### src/rtl/eth_tx_pkg.sv
// Shared types and constants for the GMII transmit serializer.
// The FCS state only exists when ETH_TX_CRC_EN is defined.
package eth_tx_pkg;

    typedef enum logic [2:0] {
        ST_IDLE     = 3'd0,
        ST_PREAMBLE = 3'd1,
        ST_SFD      = 3'd2,
        ST_PAYLOAD  = 3'd3,
`ifdef ETH_TX_CRC_EN
        ST_FCS      = 3'd4,
`endif
        ST_IFG      = 3'd5
    } tx_state_t;

    localparam logic [7:0]  PREAMBLE_BYTE = 8'h55;
    localparam logic [7:0]  SFD_BYTE      = 8'hD5;
    localparam int          PREAMBLE_LEN  = 7;

    localparam logic [31:0] CRC_POLY      = 32'hEDB88320;
    localparam logic [31:0] CRC_INIT      = 32'hFFFFFFFF;
    localparam logic [31:0] CRC_RESIDUE   = 32'hDEBB20E3;

endpackage

### src/rtl/eth_crc32_d8.sv
// Combinational CRC-32 step: folds one data byte, LSB first, into the
// current reflected CRC register. Only used when ETH_TX_CRC_EN is defined.
module eth_crc32_d8
    import eth_tx_pkg::*;
(
    input  logic [31:0] crc_in,
    input  logic [7:0]  data,
    output logic [31:0] crc_out
);

    // Bit-serial reflected LFSR unrolled over the eight data bits.
    always_comb begin
        logic [31:0] c;
        c = crc_in;
        for (int i = 0; i < 8; i++) begin
            if (c[0] ^ data[i]) begin
                c = (c >> 1) ^ CRC_POLY;
            end else begin
                c = c >> 1;
            end
        end
        crc_out = c;
    end

endmodule

### src/rtl/eth_fifo_gmii_tx.sv
// Pops 32-bit words from the prefetch FIFO and serializes them MSB byte
// first onto GMII TX as preamble, SFD, payload, optional FCS and IFG.
// Define ETH_TX_CRC_EN to append a CRC-32 FCS after the payload.
module eth_fifo_gmii_tx
    import eth_tx_pkg::*;
#(
    parameter int FRAME_WORDS = 16,
    parameter int IFG_CYCLES  = 12
) (
    input  logic        clk,
    input  logic        rst_n,
    input  logic [31:0] fifo_rd_data,
    input  logic        fifo_rd_vld,
    output logic        fifo_rd_en,
    output logic [7:0]  gmii_txd,
    output logic        gmii_tx_en,
    output logic        gmii_tx_er,
    output logic        busy,
    output logic [15:0] frame_cnt,
    output logic [7:0]  underrun_cnt
);

    localparam logic [11:0] WORD_LAST = 12'(FRAME_WORDS - 1);
    localparam logic [15:0] PRE_LAST  = 16'(PREAMBLE_LEN - 1);
    localparam logic [15:0] IFG_LAST  = 16'(IFG_CYCLES - 1);

    tx_state_t   state, state_d;
    logic [15:0] cnt, cnt_d;            // preamble / FCS / IFG cycle counter
    logic [1:0]  byte_idx, byte_idx_d;
    logic [11:0] word_cnt, word_cnt_d;
    logic [31:0] shift, shift_d;
    logic        abort, abort_d;        // error byte is on the wire this cycle
    logic [7:0]  txd_d;
    logic        tx_en_d, tx_er_d;
    logic        frame_inc, underrun_inc;

    logic        last_word;
    logic        pop_needed;
    logic        underrun;

    assign last_word  = (word_cnt == WORD_LAST);
    assign pop_needed = (state == ST_SFD) ||
                        ((state == ST_PAYLOAD) && !abort && (byte_idx == 2'd3) && !last_word);
    assign underrun   = pop_needed && !fifo_rd_vld;
    // Gated by rst_n so a reset cycle never consumes a FIFO word.
    assign fifo_rd_en = rst_n && pop_needed && fifo_rd_vld;
    assign busy       = (state != ST_IDLE);

`ifdef ETH_TX_CRC_EN
    logic [31:0] crc, crc_d, crc_step;

    // The byte currently on gmii_txd is the one folded into the CRC.
    eth_crc32_d8 u_crc (
        .crc_in  (crc),
        .data    (gmii_txd),
        .crc_out (crc_step)
    );

    // CRC restarts at SFD, accumulates payload, then shifts out as FCS.
    always_comb begin
        crc_d = crc;
        case (state)
            ST_SFD:     crc_d = CRC_INIT;
            ST_PAYLOAD: if (!abort) crc_d = (byte_idx == 2'd3 && last_word) ? (crc_step >> 8) : crc_step;
            ST_FCS:     crc_d = crc >> 8;
            default:    crc_d = crc;
        endcase
    end

    // CRC register.
    always_ff @(posedge clk) begin
        if (!rst_n) begin
            crc <= CRC_INIT;
        end else begin
            crc <= crc_d;
        end
    end
`endif

    // Next-state and next-output logic; outputs are registered below so the
    // byte chosen here appears on the wire in the cycle after the edge.
    always_comb begin
        // NOTE: every signal assigned in this block gets a default first, so no path infers a latch.
        state_d      = state;
        cnt_d        = cnt;
        byte_idx_d   = byte_idx;
        word_cnt_d   = word_cnt;
        shift_d      = shift;
        abort_d      = abort;
        txd_d        = 8'h00;
        tx_en_d      = 1'b0;
        tx_er_d      = 1'b0;
        frame_inc    = 1'b0;
        underrun_inc = 1'b0;

        case (state)
            ST_IDLE: begin
                if (fifo_rd_vld) begin
                    state_d = ST_PREAMBLE;
                    cnt_d   = '0;
                    txd_d   = PREAMBLE_BYTE;
                    tx_en_d = 1'b1;
                end
            end

            ST_PREAMBLE: begin
                tx_en_d = 1'b1;
                if (cnt == PRE_LAST) begin
                    state_d = ST_SFD;
                    txd_d   = SFD_BYTE;
                end else begin
                    cnt_d = cnt + 16'd1;
                    txd_d = PREAMBLE_BYTE;
                end
            end

            ST_SFD: begin
                state_d    = ST_PAYLOAD;
                tx_en_d    = 1'b1;
                byte_idx_d = '0;
                word_cnt_d = '0;
                if (underrun) begin
                    abort_d      = 1'b1;
                    tx_er_d      = 1'b1;
                    underrun_inc = 1'b1;
                end else begin
                    txd_d   = fifo_rd_data[31:24];
                    shift_d = {fifo_rd_data[23:0], 8'h00};
                end
            end

            ST_PAYLOAD: begin
                if (abort) begin
                    state_d = ST_IFG;
                    cnt_d   = '0;
                    abort_d = 1'b0;
                end else if (byte_idx != 2'd3) begin
                    byte_idx_d = byte_idx + 2'd1;
                    txd_d      = shift[31:24];
                    shift_d    = {shift[23:0], 8'h00};
                    tx_en_d    = 1'b1;
                end else if (!last_word) begin
                    tx_en_d    = 1'b1;
                    byte_idx_d = '0;
                    word_cnt_d = word_cnt + 12'd1;
                    if (underrun) begin
                        abort_d      = 1'b1;
                        tx_er_d      = 1'b1;
                        underrun_inc = 1'b1;
                    end else begin
                        txd_d   = fifo_rd_data[31:24];
                        shift_d = {fifo_rd_data[23:0], 8'h00};
                    end
                end else begin
`ifdef ETH_TX_CRC_EN
                    state_d = ST_FCS;
                    cnt_d   = '0;
                    txd_d   = ~crc_step[7:0];
                    tx_en_d = 1'b1;
`else
                    state_d   = ST_IFG;
                    cnt_d     = '0;
                    frame_inc = 1'b1;
`endif
                end
            end

`ifdef ETH_TX_CRC_EN
            ST_FCS: begin
                if (cnt == 16'd3) begin
                    state_d   = ST_IFG;
                    cnt_d     = '0;
                    frame_inc = 1'b1;
                end else begin
                    cnt_d   = cnt + 16'd1;
                    txd_d   = ~crc[7:0];
                    tx_en_d = 1'b1;
                end
            end
`endif

            ST_IFG: begin
                // The last gap cycle doubles as the IDLE decision so
                // back-to-back frames keep exactly IFG_CYCLES low cycles.
                if (cnt == IFG_LAST) begin
                    if (fifo_rd_vld) begin
                        state_d = ST_PREAMBLE;
                        cnt_d   = '0;
                        txd_d   = PREAMBLE_BYTE;
                        tx_en_d = 1'b1;
                    end else begin
                        state_d = ST_IDLE;
                    end
                end else begin
                    cnt_d = cnt + 16'd1;
                end
            end

            default: state_d = ST_IDLE;
        endcase
    end

    // State, datapath, GMII output and statistics registers.
    always_ff @(posedge clk) begin
        // NOTE: sequential state uses non-blocking assignments so every register samples pre-edge values.
        if (!rst_n) begin
            state        <= ST_IDLE;
            cnt          <= '0;
            byte_idx     <= '0;
            word_cnt     <= '0;
            shift        <= '0;
            abort        <= 1'b0;
            gmii_txd     <= 8'h00;
            gmii_tx_en   <= 1'b0;
            gmii_tx_er   <= 1'b0;
            frame_cnt    <= '0;
            underrun_cnt <= '0;
        end else begin
            state      <= state_d;
            cnt        <= cnt_d;
            byte_idx   <= byte_idx_d;
            word_cnt   <= word_cnt_d;
            shift      <= shift_d;
            abort      <= abort_d;
            gmii_txd   <= txd_d;
            gmii_tx_en <= tx_en_d;
            gmii_tx_er <= tx_er_d;
            if (frame_inc) begin
                frame_cnt <= frame_cnt + 16'd1;
            end
            if (underrun_inc && (underrun_cnt != 8'hFF)) begin
                underrun_cnt <= underrun_cnt + 8'd1;
            end
        end
    end

endmodule

### config.mk
export PLATFORM = sky130hd
export DESIGN_NAME = eth_fifo_gmii_tx
export DESIGN_NICKNAME = d
export VERILOG_FILES = /design/src/rtl/eth_tx_pkg.sv /design/src/rtl/eth_crc32_d8.sv /design/src/rtl/eth_fifo_gmii_tx.sv
export SDC_FILE = /design/constraint.sdc
export NUM_CORES = 1
export LEC_CHECK = 0
export CAP_MARGIN = 5
export CORE_ASPECT_RATIO = 0.7
export CORE_MARGIN = 2
export CORE_UTILIZATION = 25
export DETAILED_ROUTE_END_ITERATION = 12
export SLEW_MARGIN = 20
export SYNTH_ARGS = -nofsm -noshare
export SYNTH_HDL_FRONTEND = slang
export SYNTH_SLANG_ARGS = --single-unit
### constraint.sdc
create_clock -name clk -period 2.95 [get_ports clk]
set_input_delay 0.4425 -clock clk [delete_from_list [all_inputs] [get_ports clk]]
set_output_delay 0.4425 -clock clk [all_outputs]
set_load 0.05 [all_outputs]
Yosys cells after proc, flatten, opt, wreduce, memory -nomap -nowiden
Index checks and enable logic that the tools add are counted.
- register bits after elaboration: 100
- input port bits: 35
- output and inout port bits: 36
- logic and storage cells: 111
- add/subtract/negate cells: 5
- equality and inequality tests: 21
- muxes and demuxes: 53
- reduce and logical (&&, ||, !) cells: 21
- operators by type and width (cell ; count):
    $mux 32 ; 4
    $mux 16 ; 6
    $pmux 16 s4 ; 1
    $pmux 32 s2 ; 1
    $mux 8 ; 6
    $pmux 8 s5 ; 1
    $mux 12 ; 3
    $add 16x1->16 const B ; 2
    $pmux 12 s2 ; 1
    $mux 3 ; 6
    $ne 2x2->1 const B ; 9
    $eq 16x3->1 const B ; 1
    $eq 16x4->1 const B ; 1
    $mux 1 ; 15
    $pmux 3 s5 ; 1
    $add 12x1->12 const B ; 1
    $eq 12x4->1 const B ; 1
    $add 8x1->8 const B ; 1
    $ne 8x8->1 const B ; 1
    $reduce_and 4->1 ; 2
    $logic_and 1x1->1 ; 7
    $mux 7 ; 1
    $eq 3x2->1 const B ; 2
    $mux 2 ; 3
    19 further kinds ; 23

Logic depth before layout (Yosys ltp)
Gate-level depths: netlist (run 1).
- depth after elaboration: 12
- depth in mapped cells: 8
- gate-level depth less buffers: 6

Worst setup path before layout (run 1)
No wires, ideal clock.
- kind: reg-to-output
- start: register state[0]
- end: output fifo_rd_en
- data arrival time: 2.411 ns
- data required time: 2.508 ns
- path slack: 0.096 ns
- stages on the path, launching flop included: 8
- buffers on the path: 3
- cells stage by stage: dfxtp_1 -> clkbuf_1 -> nand3b_1 -> nor3_1 -> a21oi_1 -> clkbuf_1 -> clkbuf_1 -> nor3_1
- word-level cells in the longest chain between the ends: 7
- elaborated cells on any way between the ends: 8
- those cells by class: 2 x eq/ne; 6 x reduce/logical
- RTL lines (element ; RTL line ; source):
    start: declaration ; eth_fifo_gmii_tx.sv:27 ; tx_state_t state, state_d;
    start signal: assignment ; eth_fifo_gmii_tx.sv:219 ; state <= state_d;
    $eq 3x2->1 ; eth_fifo_gmii_tx.sv:43 ; ((state == ST_PAYLOAD) && !abort && (byte_idx == 2'd3) && !last_word);
    $logic_and 1x1->1 (3 in series) ; eth_fifo_gmii_tx.sv:43 ;
    $logic_or 1x1->1 * ; eth_fifo_gmii_tx.sv:42 ; assign pop_needed = (state == ST_SFD) ||
    $logic_and 1x1->1 * (2 in series) ; eth_fifo_gmii_tx.sv:46 ; assign fifo_rd_en = rst_n && pop_needed && fifo_rd_vld;
    end: declaration ; eth_fifo_gmii_tx.sv:14 ; output logic fifo_rd_en,
Every way passes the cells marked *; elsewhere a longest branch is shown, timed or not.

Final worst setup path (run 1)
- start: register word_cnt[4]
- end: output fifo_rd_en
- word-level cells in the longest chain between the ends: 6
- RTL lines (element ; RTL line ; source):
    start: declaration ; eth_fifo_gmii_tx.sv:30 ; logic [11:0] word_cnt, word_cnt_d;
    start signal: assignment ; eth_fifo_gmii_tx.sv:222 ; word_cnt <= word_cnt_d;
    $eq 12x4->1 ; eth_fifo_gmii_tx.sv:41 ; assign last_word = (word_cnt == WORD_LAST);
    $logic_not 1->1 ; -- ;
    $logic_and 1x1->1 ; eth_fifo_gmii_tx.sv:43 ;
    $logic_or 1x1->1 ; eth_fifo_gmii_tx.sv:42 ;
    $logic_and 1x1->1 (2 in series) ; eth_fifo_gmii_tx.sv:46 ;
No other way between the ends.

==> results of run 1 <==
[placed cells by master, fill, tap and decap left out, types with 11 or more instances in the layout]
cell               n
clkdlybuf4s50_1   69
or3_1             11
nand2_1           69
nor3_1            13
a311oi_1          28
or4_1             11
buf_4             20
o21ai_0           39
a21oi_1           32
nor2_1            55
dfxtp_1          100
nand3_1           16
[cells by family (layout without fill, tap and decap cells)]
kind of cell / count (synthesis) / after routing
AO/OA/AOI/OAI: 168 / 168
XOR/XNOR: 11 / 11
adder cells (fa/ha/maj): 7 / 7
buffers and inverters: 54 / 116
flip-flops: 100 / 100
multiplexers: 4 / 4
AND/OR/NAND/NOR: 233 / 233
[power by group through the flow]
| stage | Combinational (mW) | Sequential [mW] | Clock, mW |
|---|---|---|---|
| 2_1_floorplan | 0.238 | 1.49 | 0 |
| 3_3_place_gp | 0.423 | 1.47 | 0 |
| 3_5_place_dp | 0.423 | 1.47 | 0 |
| 4_1_cts | 0.424 | 1.44 | 1.36 |
| 5_1_grt | 0.466 | 1.44 | 1.43 |
| 6_report | 0.422 | 1.44 | 1.33 |
[flip-flops by register name (all words and copies together) (netlist names)]
signal,count
word_cnt,12
byte_idx,2
gmii_tx_er,1
shift,32
cnt,16
abort,1
gmii_txd,8
gmii_tx_en,1
frame_cnt,16
underrun_cnt,8
state,3
[synthesized netlist by cell type, types with 3 or more instances]
cell	number	area share, %
a211oi_1	11	1.7
a21o_1	3	0.47
a21oi_1	32	3.4
a311oi_1	28	5.1
a31oi_1	8	1.0
a32oi_1	7	1.3
a41oi_1	6	1.1
and3_1	9	1.2
buf_1	3	0.24
buf_2	3	0.31
clkbuf_1	38	3.0
dfxtp_1	100	42
ha_1	6	1.6
inv_1	9	0.71
mux2i_1	4	0.84
nand2_1	69	5.4
nand2b_1	8	1.0
nand3_1	16	1.7
nand4_1	7	0.92
nor2_1	55	4.3
nor2b_1	3	0.39
nor3_1	13	1.4
nor3b_1	10	1.6
nor4_1	5	0.66
o21ai_0	39	4.1
o311ai_0	4	0.73
o31ai_1	7	1.1
o41ai_1	3	0.55
or3_1	11	1.4
or4_1	11	1.7
xnor2_1	7	1.3
xor2_1	4	0.73
[routing by layer]
layer	routed length, µm	vias up	part of all wire [%]	global-route usage (%)
met5	0	-	0	0
met4	70	0	0.55	1.98
met3	641	9	5.1	3.10
met2	4980	116	39	17.2
met1	6940	2159	55	20.5
li1	-	2278	-	-
[critical path, stage by stage, from the launching register on]
cell and delay [ns]:
dfxtp_1 0.34, or4_1 0.58, or3_4 0.47, a21oi_1 0.25, nor3_1 0.09, buf_4 0.20
[area by class of cell]
class	instances	area, µm²	area share [%]
Sequential cell	100	2000	32.8
Clock buffer	10	229	3.75
Tap cell	242	303	4.95
Multi-Input combinational cell	423	2570	42.1
Inverter	10	37.5	0.614
Timing Repair Buffer	90	861	14.1
Clock inverter	6	105	1.72
[per-stage QoR]
step	cell area (µm²)	util (%)	cells	setup slack (ns)	total power, mW
after floorplan	4770	-	577	0.0964	1.73
after global placement	5780	30.7	865	0.380	1.89
after detailed placement	5780	30.7	865	0.367	1.89
after CTS	6110	32.5	881	0.224	3.22
after global routing	6110	32.5	881	0.109	3.34
final	6110	32.5	881	0.224	3.19
[path summary, 6_finish.rpt]
kind / cells past startpoint / from / to / slack (ns)
setup / recovery: 5 / word_cnt[4]$_SDFFE_PN0P_ / fifo_rd_en / 0.22
hold / removal: 2 / byte_idx[1]$_SDFFE_PN0P_ / byte_idx[1]$_SDFFE_PN0P_ / 0.47
hold reg to reg: 2 / byte_idx[1]$_SDFFE_PN0P_ / byte_idx[1]$_SDFFE_PN0P_ / 0.47
setup reg to reg: 5 / word_cnt[4]$_SDFFE_PN0P_ / frame_cnt[13]$_SDFFE_PN0P_ / 0.34
==> results.sh, run 1 <==
export IMPL_outcome="finished clean"
export IMPL_ys_ff_latch=100
export IMPL_finalClockSkew_ns=0.00959
export IMPL_synth_ff_type="dfxtp_1"
export IMPL_path_max_fanout=13
export IMPL_criticalPathCategory="reg2out"
export IMPL_cts_root_buffer="clkbuf_16"
export IMPL_synthAdderAreaFrac_pct=1.78
export IMPL_syn_nets=618
export IMPL_p_int_mw=2.33
export IMPL_synth_top_family_by_area="simple AND/OR/NAND/NOR gates"
export IMPL_initial_core_util_pct=25.4
export IMPL_wl_um=12600
export IMPL_worst_pin_slew_ns=0.629
export IMPL_dp_hpwl_um=9010
export IMPL_combPwrFrac_pct=13.2
export IMPL_cts_tree="yes"
export IMPL_nets=675
export IMPL_cts_resized=0
export IMPL_cts_hold_buf=0
export IMPL_yosys_warnings=0
export IMPL_synth_cell_types=58
export IMPL_synth_simple_area_share_pct=24.8
export IMPL_grt_max_degree=57
export IMPL_cp_data_required_time_ns=2.51
export IMPL_max_freq_mhz=367
export IMPL_finalSetupViolations=0
export IMPL_io_pins=71
export IMPL_start_kind="register"
export IMPL_clkSlewWorstSetupHoldPaths_ns=0.07
export IMPL_drc=0
export IMPL_end_kind="output pin"
export IMPL_io_buffers=70
export IMPL_rsz0062_at_grt="false"
export IMPL_min_period_over_period_pct=92.4
export IMPL_p_leak_nw=1.98
export IMPL_core_area_um2=18800
export IMPL_final_max_slew_violation_count=0
export IMPL_worstPathArrival_ns=2.28
export IMPL_clock_sinks=100
export IMPL_power_frac_seq_pct=45.0
export IMPL_fin_tns_setup_ns=0
export IMPL_p_per_area_nw_per_um2=522
export IMPL_async_flop_share_pct=0
export IMPL_num_fill_cells=1950
export IMPL_fin_hold_ws_ns=0.474
export IMPL_drive_gt1_share_pct=7.20
export IMPL_seq_area_frac_synth_pct=42.0
export IMPL_grt_util_all_layers_pct=12.8
export IMPL_dr_pass1_iters=5
export IMPL_place_congestion=0.767
export IMPL_fin_crit_ns=2.73
export IMPL_grt_antenna_before_repair=1
export IMPL_wl_per_cell_um=14.3
export IMPL_clk_path_buf_depth=2
export IMPL_grt_pass1_vias=4023
export IMPL_fp_row_count=42
export IMPL_area_growth_pct=28.1
export IMPL_die_area_um2=20200
export IMPL_cap_violations=0
export IMPL_viasPerCell=5.18
export IMPL_antennaDiodeCount=0
export IMPL_die_w_um=169
export IMPL_synth_cells=577
export IMPL_p_sw_share_pct=27.1
export IMPL_cts_buffers=9
export IMPL_cts_setup_buffers=0
export IMPL_fp_dieH_um=120
export IMPL_synth_edff_count=0
export IMPL_synth_area_mux_share_pct=0.839
export IMPL_relSlewSlack_pct=57.8
export IMPL_dr_total_vias=4562
export IMPL_hold_class="reg2reg"
export IMPL_cts_htree_levels=3
export IMPL_synth_xor_area_share_pct=2.02
export IMPL_grt_pass1_wl_um=21200
export IMPL_syn_avg_cell_area_um2=8.27
export IMPL_drt_initial_drc_count=384
export IMPL_finalHoldViolCount=0
export IMPL_overflow=0
export IMPL_clkPwrFrac_pct=41.8
export IMPL_synth_area_um2=4770
export IMPL_clk_latency_ns=0.35
export IMPL_peakVddDrop_v=0.000328
export IMPL_switching_power_mw=0.865
export IMPL_synth_compound_area_share_pct=24.2
export IMPL_ant_nets=0
No activity file was read; power rests on OpenSTA's default activity.
==> run 2: changes to the inputs <==
--- a/config.mk
+++ b/config.mk
@@ -5,6 +5,7 @@
 export SDC_FILE = /design/constraint.sdc
 export NUM_CORES = 1
 export LEC_CHECK = 0
+export ABC_CLOCK_PERIOD_IN_PS = 2700
 export CAP_MARGIN = 5
 export CORE_ASPECT_RATIO = 0.7
 export CORE_MARGIN = 2
==> constraint.sdc (replaced) <==
create_clock -name clk -period 2.7 [get_ports clk]
set_input_delay 0.405 -clock clk [delete_from_list [all_inputs] [get_ports clk]]
set_output_delay 0.405 -clock clk [all_outputs]
set_load 0.05 [all_outputs]
==> run 2 against run 1 <==
Sequential share of layout area is 0.22 points lower. Combinational power is 14% higher. Flip-flop and latch count stayed put. Die area stayed put. Final cell count is 0.45% higher. Clock skew is 0.0043 ns higher. Total power is 5.4% higher. Non-clock buffer count is 5 higher. Count of clock-buffer cells in the layout is 1 lower. Setup slack worse by 0.16 ns. Hold slack worse by 0.011 ns. Sequential power is 8% higher.
==> results.sh, run 2 (synthesis results as in run 1) <==
export IMPL_initial_core_util_pct=25.4
export IMPL_dr_total_vias=4559
export IMPL_cts_tree="yes"
export IMPL_p_leak_nw=1.99
export IMPL_fp_row_count=42
export IMPL_rr_endpoint="cnt[12]$_SDFFE_PN0P_"
export IMPL_io_buffers=70
export IMPL_mostFrequentLayoutCells="100 x dfxtp_1, 69 x nand2_1, 69 x clkdlybuf4s50_1"
export IMPL_cts_root_buffer="clkbuf_16"
export IMPL_start_kind="register"
export IMPL_hp_start="shift[3]$_SDFFE_PN0P_"
export IMPL_wl_per_cell_um=14.8
export IMPL_grt_pass1_wl_um=21500
export IMPL_clkSlewWorstSetupHoldPaths_ns=0.08
export IMPL_antennaDiodeCount=0
export IMPL_viasPerCell=5.15
export IMPL_fin_hold_ws_ns=0.464
export IMPL_place_congestion=0.809
export IMPL_drc=0
export IMPL_criticalPathCategory="reg2out"
export IMPL_cap_violations=0
export IMPL_instances_no_fill=885
export IMPL_cts_buffers=9
export IMPL_grt_pass1_vias=4147
export IMPL_fin_tns_setup_ns=0
export IMPL_die_w_um=169
export IMPL_p_per_area_nw_per_um2=547
export IMPL_layout_commonest_cell="dfxtp_1"
export IMPL_reg2reg_setup_slack_ns=0.18
export IMPL_hold_end="shift[11]$_SDFFE_PN0P_"
export IMPL_area_growth_pct=29.0
export IMPL_final_util_pct=32.7
export IMPL_peakVddDrop_v=0.000253
export IMPL_largest_reg_flops=32
export IMPL_clock_sinks=100
export IMPL_top_register="shift"
export IMPL_hold_class="reg2reg"
export IMPL_overflow=0
export IMPL_grt_util_all_layers_pct=12.9
export IMPL_cts_htree_levels=3
export IMPL_fp_dieH_um=120
export IMPL_dr_pass1_iters=5
export IMPL_final_max_slew_violation_count=0
export IMPL_finalSetupViolations=0
export IMPL_reg2regPathDepth=6
export IMPL_worstPathArrival_ns=2.23
export IMPL_die_area_um2=20200
export IMPL_finalClockSkew_ns=0.0139
export IMPL_finalHoldViolCount=0
export IMPL_max_freq_mhz=380
export IMPL_path_max_fanout=11
export IMPL_clk_latency_ns=0.35
export IMPL_cts_resized=2
export IMPL_cts_hold_buf=0
export IMPL_nets=680
export IMPL_end_kind="output pin"
export IMPL_ant_nets=0
export IMPL_dp_cells=870
export IMPL_wl_um=13100
export IMPL_min_period_over_period_pct=97.5
export IMPL_drive_gt1_share_pct=8.40
export IMPL_hold_path_depth=2
export IMPL_cp_data_required_time_ns=2.30
export IMPL_rsz0062_at_grt="false"
export IMPL_core_area_um2=18800
export IMPL_clk_path_buf_depth=2
export IMPL_timing_rr_start="cnt[9]$_SDFFE_PN0P_"
export IMPL_worst_pin_slew_ns=0.699
export IMPL_dp_hpwl_um=9080
export IMPL_fin_crit_ns=2.63
export IMPL_outcome="finished clean"
export IMPL_drt_initial_drc_count=528
export IMPL_grt_max_degree=60
export IMPL_grt_antenna_before_repair=0
export IMPL_top_regs="shift (32), cnt (16), frame_cnt (16)"
export IMPL_cts_setup_buffers=0
export IMPL_io_pins=71
export IMPL_relSlewSlack_pct=53.1
-- run 2: report_power, final --
part	switching, mW	internal [mW]
clock network	0.594	0.724
registers	0.0361	1.53
logic	0.294	0.189
total	0.924	2.44
-- run 2: worst max path at each step --
stage	startpoint	to	slack (ns)	cells past startpoint
after floorplan	word_cnt[5]$_SDFFE_PN0P_	fifo_rd_en	0.18	6
after global placement	word_cnt[4]$_SDFFE_PN0P_	frame_cnt[13]$_SDFFE_PN0P_	0.20	5
after detailed placement	word_cnt[4]$_SDFFE_PN0P_	cnt[11]$_SDFFE_PN0P_	0.18	6
after CTS	word_cnt[5]$_SDFFE_PN0P_	fifo_rd_en	0.009	6
after global routing	word_cnt[5]$_SDFFE_PN0P_	fifo_rd_en	0.005	6
final	word_cnt[5]$_SDFFE_PN0P_	fifo_rd_en	0.07	6
-- run 2: cell type report --
cell class / count / area [µm²]
Clock buffer: 9 / 225
Clock inverter: 6 / 72.6
Fill cell: 1987 / 12700
Inverter: 10 / 37.5
Multi-Input combinational cell: 423 / 2590
Sequential cell: 100 / 2000
Tap cell: 242 / 303
Timing Repair Buffer: 95 / 918
-- run 2: critical path, cell delays in order, from the launching register on --
cell and delay [ns]:
dfxtp_1 0.34, or4_4 0.55, or3_4 0.41, buf_6 0.16, a21oi_4 0.18, nor3_2 0.07
buf_6 0.16
-- run 2: layer usage --
metal  vias up  share of wire, %  GRT usage (%)  wire [µm]
li1       2285                 -              -          -
met1      2166                55           20.4       7170
met2       100                40           17.8       5280
met3         8               4.1           2.80        539
met4         0              0.67           2.56         88
met5         -                 0              0          0
-- run 2: stage by stage --
stage	power, mW	setup WS (ns)	instance area (µm²)
2_1_floorplan	1.89	0.177	4770
3_3_place_gp	2.08	0.202	5830
3_5_place_dp	2.08	0.184	5830
4_1_cts	3.39	0.00928	6140
5_1_grt	3.51	0.00518	6150
6_report	3.36	0.0675	6150
==> run 3: changes to the inputs <==
--- a/config.mk
+++ b/config.mk
@@ -9,9 +9,10 @@
 export CAP_MARGIN = 5
 export CORE_ASPECT_RATIO = 0.7
 export CORE_MARGIN = 2
-export CORE_UTILIZATION = 25
+export CORE_UTILIZATION = 50
 export DETAILED_ROUTE_END_ITERATION = 12
-export SLEW_MARGIN = 20
+export PLACE_DENSITY = 0.75
+export SLEW_MARGIN = 15
 export SYNTH_ARGS = -nofsm -noshare
 export SYNTH_HDL_FRONTEND = slang
 export SYNTH_SLANG_ARGS = --single-unit
==> run 3 against run 2 <==
Non-clock buffer count shrank 1. Maximum frequency rose by 0.66%. Setup slack improved by 0.017 ns. Hold slack gained 0.011 ns. Register-to-register slack lost 0.095 ns. Critical path type is now reg2reg.
==> results.sh, run 3 (synthesis results as in run 1) <==
export IMPL_cts_tree="yes"
export IMPL_grt_pass1_wl_um=20800
export IMPL_cts_buffers=9
export IMPL_clk_latency_ns=0.35
export IMPL_num_fill_cells=791
export IMPL_timing_final_ws_setup_ns=0.0849
export IMPL_dr_pass1_iters=5
export IMPL_cp_data_required_time_ns=2.97
export IMPL_wl_per_cell_um=16.5
export IMPL_grt_pass1_vias=4377
export IMPL_reg2reg_setup_slack_ns=0.08
export IMPL_relSlewSlack_pct=58.9
export IMPL_combPwrFrac_pct=14.4
export IMPL_outcome="finished clean"
export IMPL_clk_path_buf_depth=2
export IMPL_viasPerCell=6.17
export IMPL_place_congestion=0.899
export IMPL_layout_commonest_cell="dfxtp_1"
export IMPL_ant_nets=0
export IMPL_criticalPathCategory="reg2reg"
export IMPL_drc=0
export IMPL_io_buffers=70
export IMPL_overflow=0
export IMPL_clkPwrFrac_pct=37.0
export IMPL_antennaDiodeCount=0
export IMPL_fin_crit_ns=2.62
export IMPL_cts_hold_buf=0
export IMPL_hold_end="shift[15]$_SDFFE_PN0P_"
export IMPL_die_area_um2=10300
export IMPL_start_kind="register"
export IMPL_die_w_um=121
export IMPL_initial_core_util_pct=52.0
export IMPL_finalHoldViolCount=0
export IMPL_p_leak_nw=1.98
export IMPL_finalClockSkew_ns=0.00743
export IMPL_nets=679
export IMPL_p_per_area_nw_per_um2=540
export IMPL_io_pins=71
export IMPL_cts_htree_levels=3
export IMPL_dr_total_vias=4736
export IMPL_path_max_fanout=5
export IMPL_peakVddDrop_v=0.000381
export IMPL_reg2regPathDepth=6
export IMPL_largest_reg_flops=32
export IMPL_dp_hpwl_um=8500
export IMPL_grt_max_degree=58
export IMPL_end_kind="register"
export IMPL_mostFrequentLayoutCells="98 x dfxtp_1, 69 x nand2_1, 69 x clkdlybuf4s50_1"
export IMPL_clock_sinks=100
export IMPL_max_freq_mhz=382
export IMPL_switching_power_mw=0.890
export IMPL_p_sw_share_pct=27.6
export IMPL_total_power_mw=3.23
export IMPL_grt_antenna_before_repair=0
export IMPL_power_frac_seq_pct=48.6
export IMPL_final_max_slew_violation_count=0
export IMPL_timing_rr_start="word_cnt[4]$_SDFFE_PN0P_"
export IMPL_min_period_over_period_pct=96.9
export IMPL_fp_row_count=29
export IMPL_cts_root_buffer="clkbuf_16"
export IMPL_finalSetupViolations=0
export IMPL_hold_path_depth=2
export IMPL_rsz0062_at_grt="false"
export IMPL_p_int_mw=2.34
export IMPL_drive_gt1_share_pct=8.55
export IMPL_fp_dieH_um=85.7
export IMPL_top_register="shift"
export IMPL_worst_pin_slew_ns=0.612
export IMPL_drt_initial_drc_count=410
export IMPL_hp_start="shift[7]$_SDFFE_PN0P_"
export IMPL_top_regs="shift (32), cnt (16), frame_cnt (16)"
export IMPL_rr_endpoint="frame_cnt[14]$_SDFFE_PN0P_"
export IMPL_clkSlewWorstSetupHoldPaths_ns=0.07
export IMPL_area_growth_pct=25.3
export IMPL_fin_tns_setup_ns=0
export IMPL_core_area_um2=9180
export IMPL_worstPathArrival_ns=2.89
export IMPL_hold_class="reg2reg"
export IMPL_dp_cells=750
export IMPL_instances_no_fill=767
export IMPL_wl_um=12700
export IMPL_cap_violations=0
export IMPL_dp_slack_ns=0.203
export IMPL_grt_util_all_layers_pct=24.8
==> run 3: metal layers <==
layer / vias to the layer above / global-route usage, % / wire, µm
met1: 2239 / 33.9 / 5920
met4: 0 / 7.40 / 180
li1: 2279 / - / -
met3: 20 / 6.98 / 962
met2: 198 / 38.3 / 5620
met5: - / 0 / 0
==> run 3: area by class of cell <==
class	count	area, µm²	area share, %
multi-input cells	423	2600	43.5
flip-flops and latches	100	2000	33.5
repair buffers	94	907	15.2
clock buffers	11	233	3.90
well taps	124	155	2.60
clock inverters	5	38.8	0.649
inverters	10	37.5	0.628
==> run 3: stage by stage <==
step	util [%]	cell area [µm²]	hold WS, ns
3_5_place_dp	61.8	5670	0.467
4_1_cts	64.8	5950	0.478
6_report	65.1	5970	0.474
2_1_floorplan	-	4770	0.440
5_1_grt	65.1	5970	0.494
3_3_place_gp	61.8	5670	0.449
==> run 3: critical path, stage by stage (launching register included) <==
cell     delay [ns]
dfxtp_2        0.34
or4_4          0.54
or3_4          0.41
buf_4          0.17
or4_4          0.55
or3_1          0.37
a21oi_1        0.16
==> run 3: timing repair <==
action                     CTS  global route
resized for setup            1             6
setup endpoints to repair    1             3
pin swaps                    1             0
buffers inserted             1             0
cloned                       0             0
==> run 3: power groups by stage <==
stage | clock [mW] | combinational [mW] | sequential, mW
6_report | 1.19 | 0.465 | 1.57
5_1_grt | 1.28 | 0.503 | 1.58
3_5_place_dp | 0 | 0.456 | 1.60
4_1_cts | 1.21 | 0.460 | 1.57
3_3_place_gp | 0 | 0.447 | 1.60
2_1_floorplan | 0 | 0.261 | 1.63
==> run 3: worst max path at each step <==
stage | from | slack, ns | cells after the start | endpoint
3_5_place_dp | word_cnt[4]$_SDFFE_PN0P_ | 0.20 | 5 | frame_cnt[13]$_SDFFE_PN0P_
5_1_grt | word_cnt[4]$_SDFFE_PN0P_ | 0.01 | 6 | fifo_rd_en
4_1_cts | word_cnt[4]$_SDFFE_PN0P_ | 0.01 | 6 | fifo_rd_en
2_1_floorplan | word_cnt[5]$_SDFFE_PN0P_ | 0.18 | 6 | fifo_rd_en
3_3_place_gp | word_cnt[4]$_SDFFE_PN0P_ | 0.25 | 5 | frame_cnt[13]$_SDFFE_PN0P_
6_report | word_cnt[4]$_SDFFE_PN0P_ | 0.08 | 6 | frame_cnt[14]$_SDFFE_PN0P_
